===== config.mk =====
export PLATFORM = sky130hd
export DESIGN_NAME = eight_to_six_narrow
export DESIGN_NICKNAME = d
export VERILOG_FILES = /design/src/rtl/mini_alu_pkg.sv /design/src/rtl/six_bit_sat_narrow.sv /design/src/rtl/eight_to_six_narrow.sv
export SDC_FILE = /design/constraint.sdc
export NUM_CORES = 1
export LEC_CHECK = 0
export ABC_AREA = 0
export BUFFER_PORTS_ARGS = -buffer_cell sky130_fd_sc_hd__clkbuf_2
export CORE_UTILIZATION = 45
export CTS_BUF_LIST = sky130_fd_sc_hd__clkbuf_16
export CTS_CLUSTER_SIZE = 16
export DETAILED_ROUTE_END_ITERATION = 12
export GPL_TIMING_DRIVEN = 0
export PLACE_DENSITY = 0.71
export SYNTH_ARGS = -nofsm -noshare
export SYNTH_HDL_FRONTEND = slang
export SYNTH_SLANG_ARGS = --single-unit

===== constraint.sdc =====
create_clock -name clk -period 1.6 [get_ports clk]
set_input_delay 0.08 -clock clk [delete_from_list [all_inputs] [get_ports clk]]
set_output_delay 0.08 -clock clk [all_outputs]
set_load 0.05 [all_outputs]

===== src/rtl/mini_alu_pkg.sv =====
// Shared constants, FSM state encoding and result type for the narrowing datapath.
// Latency: n/a (declarations only).
// Backpressure: n/a (declarations only).
package mini_alu_pkg;

  localparam int IN_W  = 8;
  localparam int OUT_W = 6;
  localparam int CNT_W = 8;

  // EMPTY: no result held; FULL: a result waits for downstream.
  typedef enum logic {
    EMPTY = 1'b0,
    FULL  = 1'b1
  } state_t;

  // Narrowed value together with its overflow flag.
  typedef struct packed {
    logic             ovf;
    logic [OUT_W-1:0] dat;
  } narrow_t;

endpackage


===== src/rtl/six_bit_sat_narrow.sv =====
// Narrows an 8-bit unsigned operand to 6 bits, clamping or truncating on overflow.
// Latency: purely combinational, zero cycles.
// Backpressure: none; the enclosing block decides when the result is captured.
module six_bit_sat_narrow
  import mini_alu_pkg::*;
#(
  parameter int SATURATE = 1
) (
  input  logic [IN_W-1:0]  in_data,
  output logic [OUT_W-1:0] out_data,
  output logic             out_ovf
);

  // Any set bit above the 6-bit range is an overflow; clamp to all-ones or keep low bits.
  always_comb begin
    out_ovf  = |in_data[IN_W-1:OUT_W];
    out_data = in_data[OUT_W-1:0];
    if (out_ovf && (SATURATE != 0)) begin
      out_data = {OUT_W{1'b1}};
    end
  end

endmodule


===== src/rtl/eight_to_six_narrow.sv =====
// Registered 8-to-6 bit narrowing stage with a saturating overflow counter.
// Latency: one cycle from accept to out_valid.
// Backpressure: single-entry skid-free holding register; in_ready follows out_ready while FULL, so drain and refill happen in the same cycle.
module eight_to_six_narrow
  import mini_alu_pkg::*;
#(
  parameter int SATURATE = 1
) (
  input  logic             clk,
  input  logic             rst_n,
  input  logic             in_valid,
  input  logic [IN_W-1:0]  in_data,
  output logic             in_ready,
  output logic             out_valid,
  output logic [OUT_W-1:0] out_data,
  output logic             out_ovf,
  input  logic             out_ready,
  input  logic             clr_count,
  output logic [CNT_W-1:0] ovf_count
);

  state_t  state;
  state_t  state_nxt;
  narrow_t nar;
  logic    accept;
  logic    drain;

  six_bit_sat_narrow #(
    .SATURATE (SATURATE)
  ) u_narrow (
    .in_data  (in_data),
    .out_data (nar.dat),
    .out_ovf  (nar.ovf)
  );

  // Ready is forced low during reset so nothing is taken while the stage is being cleared.
  assign in_ready  = rst_n && ((state == EMPTY) || out_ready);
  assign out_valid = (state == FULL);
  assign accept    = in_valid && in_ready;
  assign drain     = out_valid && out_ready;

  // Next state: fill on accept, empty only when draining without a refill.
  always_comb begin
    state_nxt = state;
    case (state)
      EMPTY: if (accept) state_nxt = FULL;
      FULL:  if (drain && !accept) state_nxt = EMPTY;
      default: state_nxt = EMPTY;
    endcase
  end

  // State register with synchronous reset.
  always_ff @(posedge clk) begin
    if (!rst_n) begin
      state <= EMPTY;
    end else begin
      state <= state_nxt;
    end
  end

  // Result register loads only on accept, so it holds stable under backpressure.
  always_ff @(posedge clk) begin
    if (!rst_n) begin
      out_data <= '0;
      out_ovf  <= 1'b0;
    end else if (accept) begin
      out_data <= nar.dat;
      out_ovf  <= nar.ovf;
    end
  end

  // Overflow counter saturates at all-ones; clear takes priority over an increment.
  always_ff @(posedge clk) begin
    if (!rst_n) begin
      ovf_count <= '0;
    end else if (clr_count) begin
      ovf_count <= '0;
    end else if (accept && nar.ovf && (ovf_count != {CNT_W{1'b1}})) begin
      ovf_count <= ovf_count + CNT_W'(1);
    end
  end

endmodule


After elaboration in Yosys (flattened, before gate mapping)
Cells that the tools add are included.
{"block": "totals", "in_bits": 13, "reg_bits": 16}
{"block": "classes", "muxes": 4, "n_eq_ne": 1, "bitwise": 2, "n_reduce_logical": 10, "add_sub_neg": 1}
{"op": "8-bit by 1-bit adder with 8-bit output, second input constant", "n": 1}
{"op": "8-bit != test, second input constant", "n": 1}
{"op": "1-bit logical AND", "n": 6}
{"op": "6-bit two-way mux", "n": 1}
{"op": "2-bit OR reduction", "n": 2}
{"op": "1-bit two-way mux", "n": 2}
{"op": "1-bit inverter", "n": 2}
{"op": "1-bit one-hot mux with 2 select lines", "n": 1}
{"op": "1-bit logical NOT", "n": 1}
{"op": "1-bit logical OR", "n": 1}

Depth between registers and ports, before layout
{"block": "logic_depth", "word_depth": 8, "ltp_mapped": 5}

Hierarchy
From an unflattened synthesis, not the netlist that was laid out.
{"block": "unflattened", "cells_unflattened": 96, "area_unflattened_um2": 768.2}
{"module": "eight_to_six_narrow", "area_per_inst_um2": 724.4, "n_inst": 1, "cells_per_inst": 89}
{"module": "six_bit_sat_narrow", "area_per_inst_um2": 43.8, "n_inst": 1, "cells_per_inst": 7}

Least setup slack after synthesis
OpenSTA, ideal clock, no wires.
{"block": "synth_timing", "path_type": "register -> register", "from": "register ovf_count[0]", "to": "register ovf_count[2]", "slack_ps": -119, "stages_incl_launch_ff": 6, "arrival_time_ps": 1618, "required_ps": 1499, "n_path_buf": 0, "path_cell_list": "dfxtp_1 > ha_1 > nand3_1 > nor2_1 > o311ai_0 > o41ai_1"}
{"block": "synth_via", "elab_chain_len": 2, "word_cells_on_any_way": 3}
{"item": "start: declaration", "line_no": "eight_to_six_narrow.sv:19", "rtl": "output logic [CNT_W-1:0] ovf_count"}
{"item": "start signal: assignment", "line_no": "eight_to_six_narrow.sv:79", "rtl": "ovf_count <= ovf_count + CNT_W'(1);"}
{"item": "parallel branches: the longest is 2 deep, another holds 8-bit by 1-bit adder with 8-bit output"}
Parallel ways; which one is timed is not known.
A chain may end at the register's enable or synchronous reset.

Final worst setup path
{"block": "layout_timing", "from": "register ovf_count[0]", "to": "register ovf_count[3]"}
Same word-level chain as after synthesis.

==> impl.org <==
** Status
- Status :: finished, violations left
- Failing checks :: design-rule violations

** Cells and area
- Final antenna diode count :: 0
- Final nets :: 134
- Share of final-layout standard cells stronger than drive strength 1 :: 0.373
- Relative area change from synthesis to final layout :: 31.0%
- With fillers left out, the area of the finished cells amounts to 1030 sq um.

** Timing
- Of the available clock period, the critical path in the final layout requires 0.920.
- Post-route minimum period :: between 1 and 1.5 ns
- Final clock skew :: 0.000528 ns
- For the final routed database, the setup TNS stands at 0 ns.
- The max-slew violation count was 0.
- Derived from the worst setup path, the maximum achievable clock frequency is 679 MHz.
- The final-report hold violation count was 0.
- Setup repair after global routing left no endpoint under its margin.
- At the pin with the least slew margin, the transition time is 0.407 ns.
- The worst pin sits at a relative slew slack of 0.729.
- After layout, the worst setup slack is 0.128 ns.
- Finish-stage setup viols :: 0

** Global route
- GRT Overall Usage :: 0.210
- Pin count of the biggest net entering global routing :: 11
- The first global-routing pass estimated 2910 microns of wire.
- For this run, global-route usage on met1 was measured as 0.290.
- The via count of the first global-routing pass is 629.
- The number of antenna violations at the first check in global routing came to 0.
- Summed over all layers, the global routing overflow is 0.
- In the global route stage, met2 resource usage came out at 0.293.
- After global routing, the most crowded layer is met2.
- Met3 demand-to-capacity share in global routing :: 0.0792

** Synth
- Post-synth EDFFs :: 0
- Counting distinct cell types in the post-synthesis netlist gives 30.
- Counting flops and latches in the post-synthesis netlist gives 16.
- Cell count after synthesis :: 88
- Sequential-to-total area share from yosys stat :: 0.407
- The cell area that synthesis handed to floorplanning was a little under 800 sq um.
- Prevailing post-synth register cell :: sky130_fd_sc_hd__dfxtp_1
- Of all flip-flops after synthesis, the portion carrying an async set or reset was 0.
- The number of nets handed over by synthesis was 102.
- Mapped Avg Cell Area :: 8.94 sq um
- For this run, the number of Yosys warnings is 0.

** Power and ir drop
- Of the total power, combinational logic draws 0.145.
- Of the total power, the clock network draws 0.449.
- P per Cell Area :: 1010 nW/um^2
- Switching power :: 254 uW
- Sw Share :: 0.244
- Of the total power, registers draw 0.406.
- Standby leakage power :: 0.000460 uW
- Internal power comes to slightly below 800 uW.
- Worst supply voltage drop on vdd :: 0.854 mV

** Drt
- After detailed routing, the number of vias per cell comes to 5.73.
- DRC :: 1
- The first detailed-routing pass took 8 iterations.
- DRC marker count from the first detailed-route iteration :: 12
- Via total after detailed routing :: 768
- In this run the remaining antenna-violating nets after routing total 0.
- After detailed routing, the average wire length per cell comes to around 14 microns.
- The final layout contains routed wiring with a total length of 1870 microns.

** Floorplanning
- After floorplanning, the core was divided into 14 placement rows.
- The initial utilization of the core area, before any placement, comes to 0.499.
- Die Ht :: 43.8 microns
- X dimension of the die :: 43.8 microns
- Total I/O pin count :: 30
- Core Box Area :: around 1600 sq um
- The floorplan step defined a die boundary enclosing 1920 sq um.

** Critical path
- The critical path in this run is classified as reg -> reg.
- For the worst setup path, the data required time is 1.77 ns.
- Element type at the critical path start :: flop
- Arrival @ worst endpoint :: 1.64 ns
- Category of the worst setup path capture point :: flop
- In this run the worst path has a maximum fanout of 10.

** Clocking
- Clock tree synthesis inserted a total of 3 buffers.
- Buffers inserted to repair hold after CTS numbered 0.
- Count of H-tree levels built during CTS :: 1
- Total clock sinks :: 16
- CTS clk-pin slew, worst paths :: 0.05 ns
- The cell sitting at the root of the clock tree is a sky130_fd_sc_hd__clkbuf_16.
- Resize count post-CTS :: 0
- Clock tree from TritonCTS :: built
- The later pin in the worst-skew pair is clocked with a latency of 0.24 ns.
- Number of buffers inserted by post-CTS setup repair :: 0
- Buffer levels on the longest clock path :: 2

** Place
- Number of port buffers :: 27
- Instance area at placement :: 948 sq um
- Routability-driven placement congestion ratio :: 0.809
- DPL Wire Length :: 1300 microns
- Worst slack, placed :: ~0.10 ns

** Min path
- The path class of the tightest hold or removal check is in -> reg.

** Run
- Max-cap violations in this run came to 0.
## power groups by stage
stage | logic (uW) | clock network (uW) | registers [uW]
final | 151 | 468 | 423
after global routing | 160 | 505 | 424
after CTS | 151 | 480 | 423
after detailed placement | 151 | 0 | 431
after global placement | 148 | 0 | 429
after floorplan | 57.6 | 0 | 481
## layout by cell type, fill, tap and decap left out, drive strengths merged
cell type,instances
or3,2
a21boi,2
nor2,2
or2b,1
nand2,8
o211a,6
a21oi,7
nor4,1
or4,3
clkbuf,31
and2,1
nand2b,2
dfxtp,16
and3,2
ha,1
o311ai,1
nor3,6
o41ai,2
o31ai,3
o2111a,1
nor2b,1
o21ai,2
or2,1
nand3,6
nand4,1
o2111ai,1
inv,3
a211oi,1
buf,4
## flip-flops by register name, summed over array words and instances, names as in the netlist
register / count
ovf_count: 8
out_data: 6
out_ovf: 1
out_valid: 1
## path summary, 6_finish.rpt
path / startpoint / to / slack, ns / cells after the start
setup / recovery: ovf_count[0] / ovf_count[3] / 0.13 / 5
hold / removal: in_valid / out_valid / 0.13 / 3
setup reg to reg: ovf_count[0] / ovf_count[3] / 0.13 / 5
hold reg to reg: out_data[4] / out_data[4] / 0.49 / 1
## Yosys cell counts, types with 2 or more instances
master / n / area (sq um)
sky130_fd_sc_hd__a21boi_0: 2 / 15.0
sky130_fd_sc_hd__o21ai_0: 2 / 10.0
sky130_fd_sc_hd__or4_1: 3 / 22.5
sky130_fd_sc_hd__o31ai_1: 3 / 22.5
sky130_fd_sc_hd__dfxtp_1: 16 / 320
sky130_fd_sc_hd__nand2_1: 8 / 30.0
sky130_fd_sc_hd__o211a_1: 6 / 60.1
sky130_fd_sc_hd__buf_4: 3 / 22.5
sky130_fd_sc_hd__a21oi_1: 7 / 35.0
sky130_fd_sc_hd__and3_1: 2 / 12.5
sky130_fd_sc_hd__or3_1: 2 / 12.5
sky130_fd_sc_hd__inv_1: 3 / 11.3
sky130_fd_sc_hd__nand2b_1: 2 / 12.5
sky130_fd_sc_hd__nand3_1: 6 / 30.0
sky130_fd_sc_hd__o41ai_1: 2 / 17.5
sky130_fd_sc_hd__nor2_1: 2 / 7.51
sky130_fd_sc_hd__nor3_1: 6 / 30.0
## worst max-delay path: stages, from the launching register on
cell and delay (ns):
sky130_fd_sc_hd__dfxtp_2 0.34, sky130_fd_sc_hd__ha_1 0.25, sky130_fd_sc_hd__nand3_2 0.11, sky130_fd_sc_hd__nor2_2 0.08, sky130_fd_sc_hd__or4_1 0.47, sky130_fd_sc_hd__a21oi_1 0.14
## final cells by class
cell class              count  area [sq um]
multi-input cells          64           432
clock buffers               3          75.1
well taps                  16          20.0
flip-flops and latches     16           327
inverters                   3          11.3
fillers                   147           546
plain buffers               5          31.3
repair buffers             27           135
## per-layer routing
layer / vias up / routed length, microns / part of all wire
met5: - / 0 / 0
met4: 0 / 27 / 0.014
met3: 4 / 115 / 0.061
met2: 35 / 860 / 0.46
met1: 332 / 869 / 0.46
li1: 397 / - / -
## through the flow
step | instances | total power (uW) | hold WS (ns) | utilization
CTS | 134 | 1050 | 0.124 | 0.649
global placement | 131 | 577 | 0.368 | 0.602
finish | 134 | 1040 | 0.131 | 0.654
floorplan | 88 | 538 | 0.211 | -
detailed placement | 131 | 581 | 0.376 | 0.602
global route | 134 | 1090 | 0.149 | 0.654
## kinds of logic after synthesis
logic type | count (synthesis) | synth area share
adder cells (fa/ha/maj) | 1 | 0.0159
AO/OA/AOI/OAI | 26 | 0.272
AND/OR/NAND/NOR | 37 | 0.251
buffers and inverters | 8 | 0.0540
flip-flops | 16 | 0.407
Power figures use the tool's default switching activity.
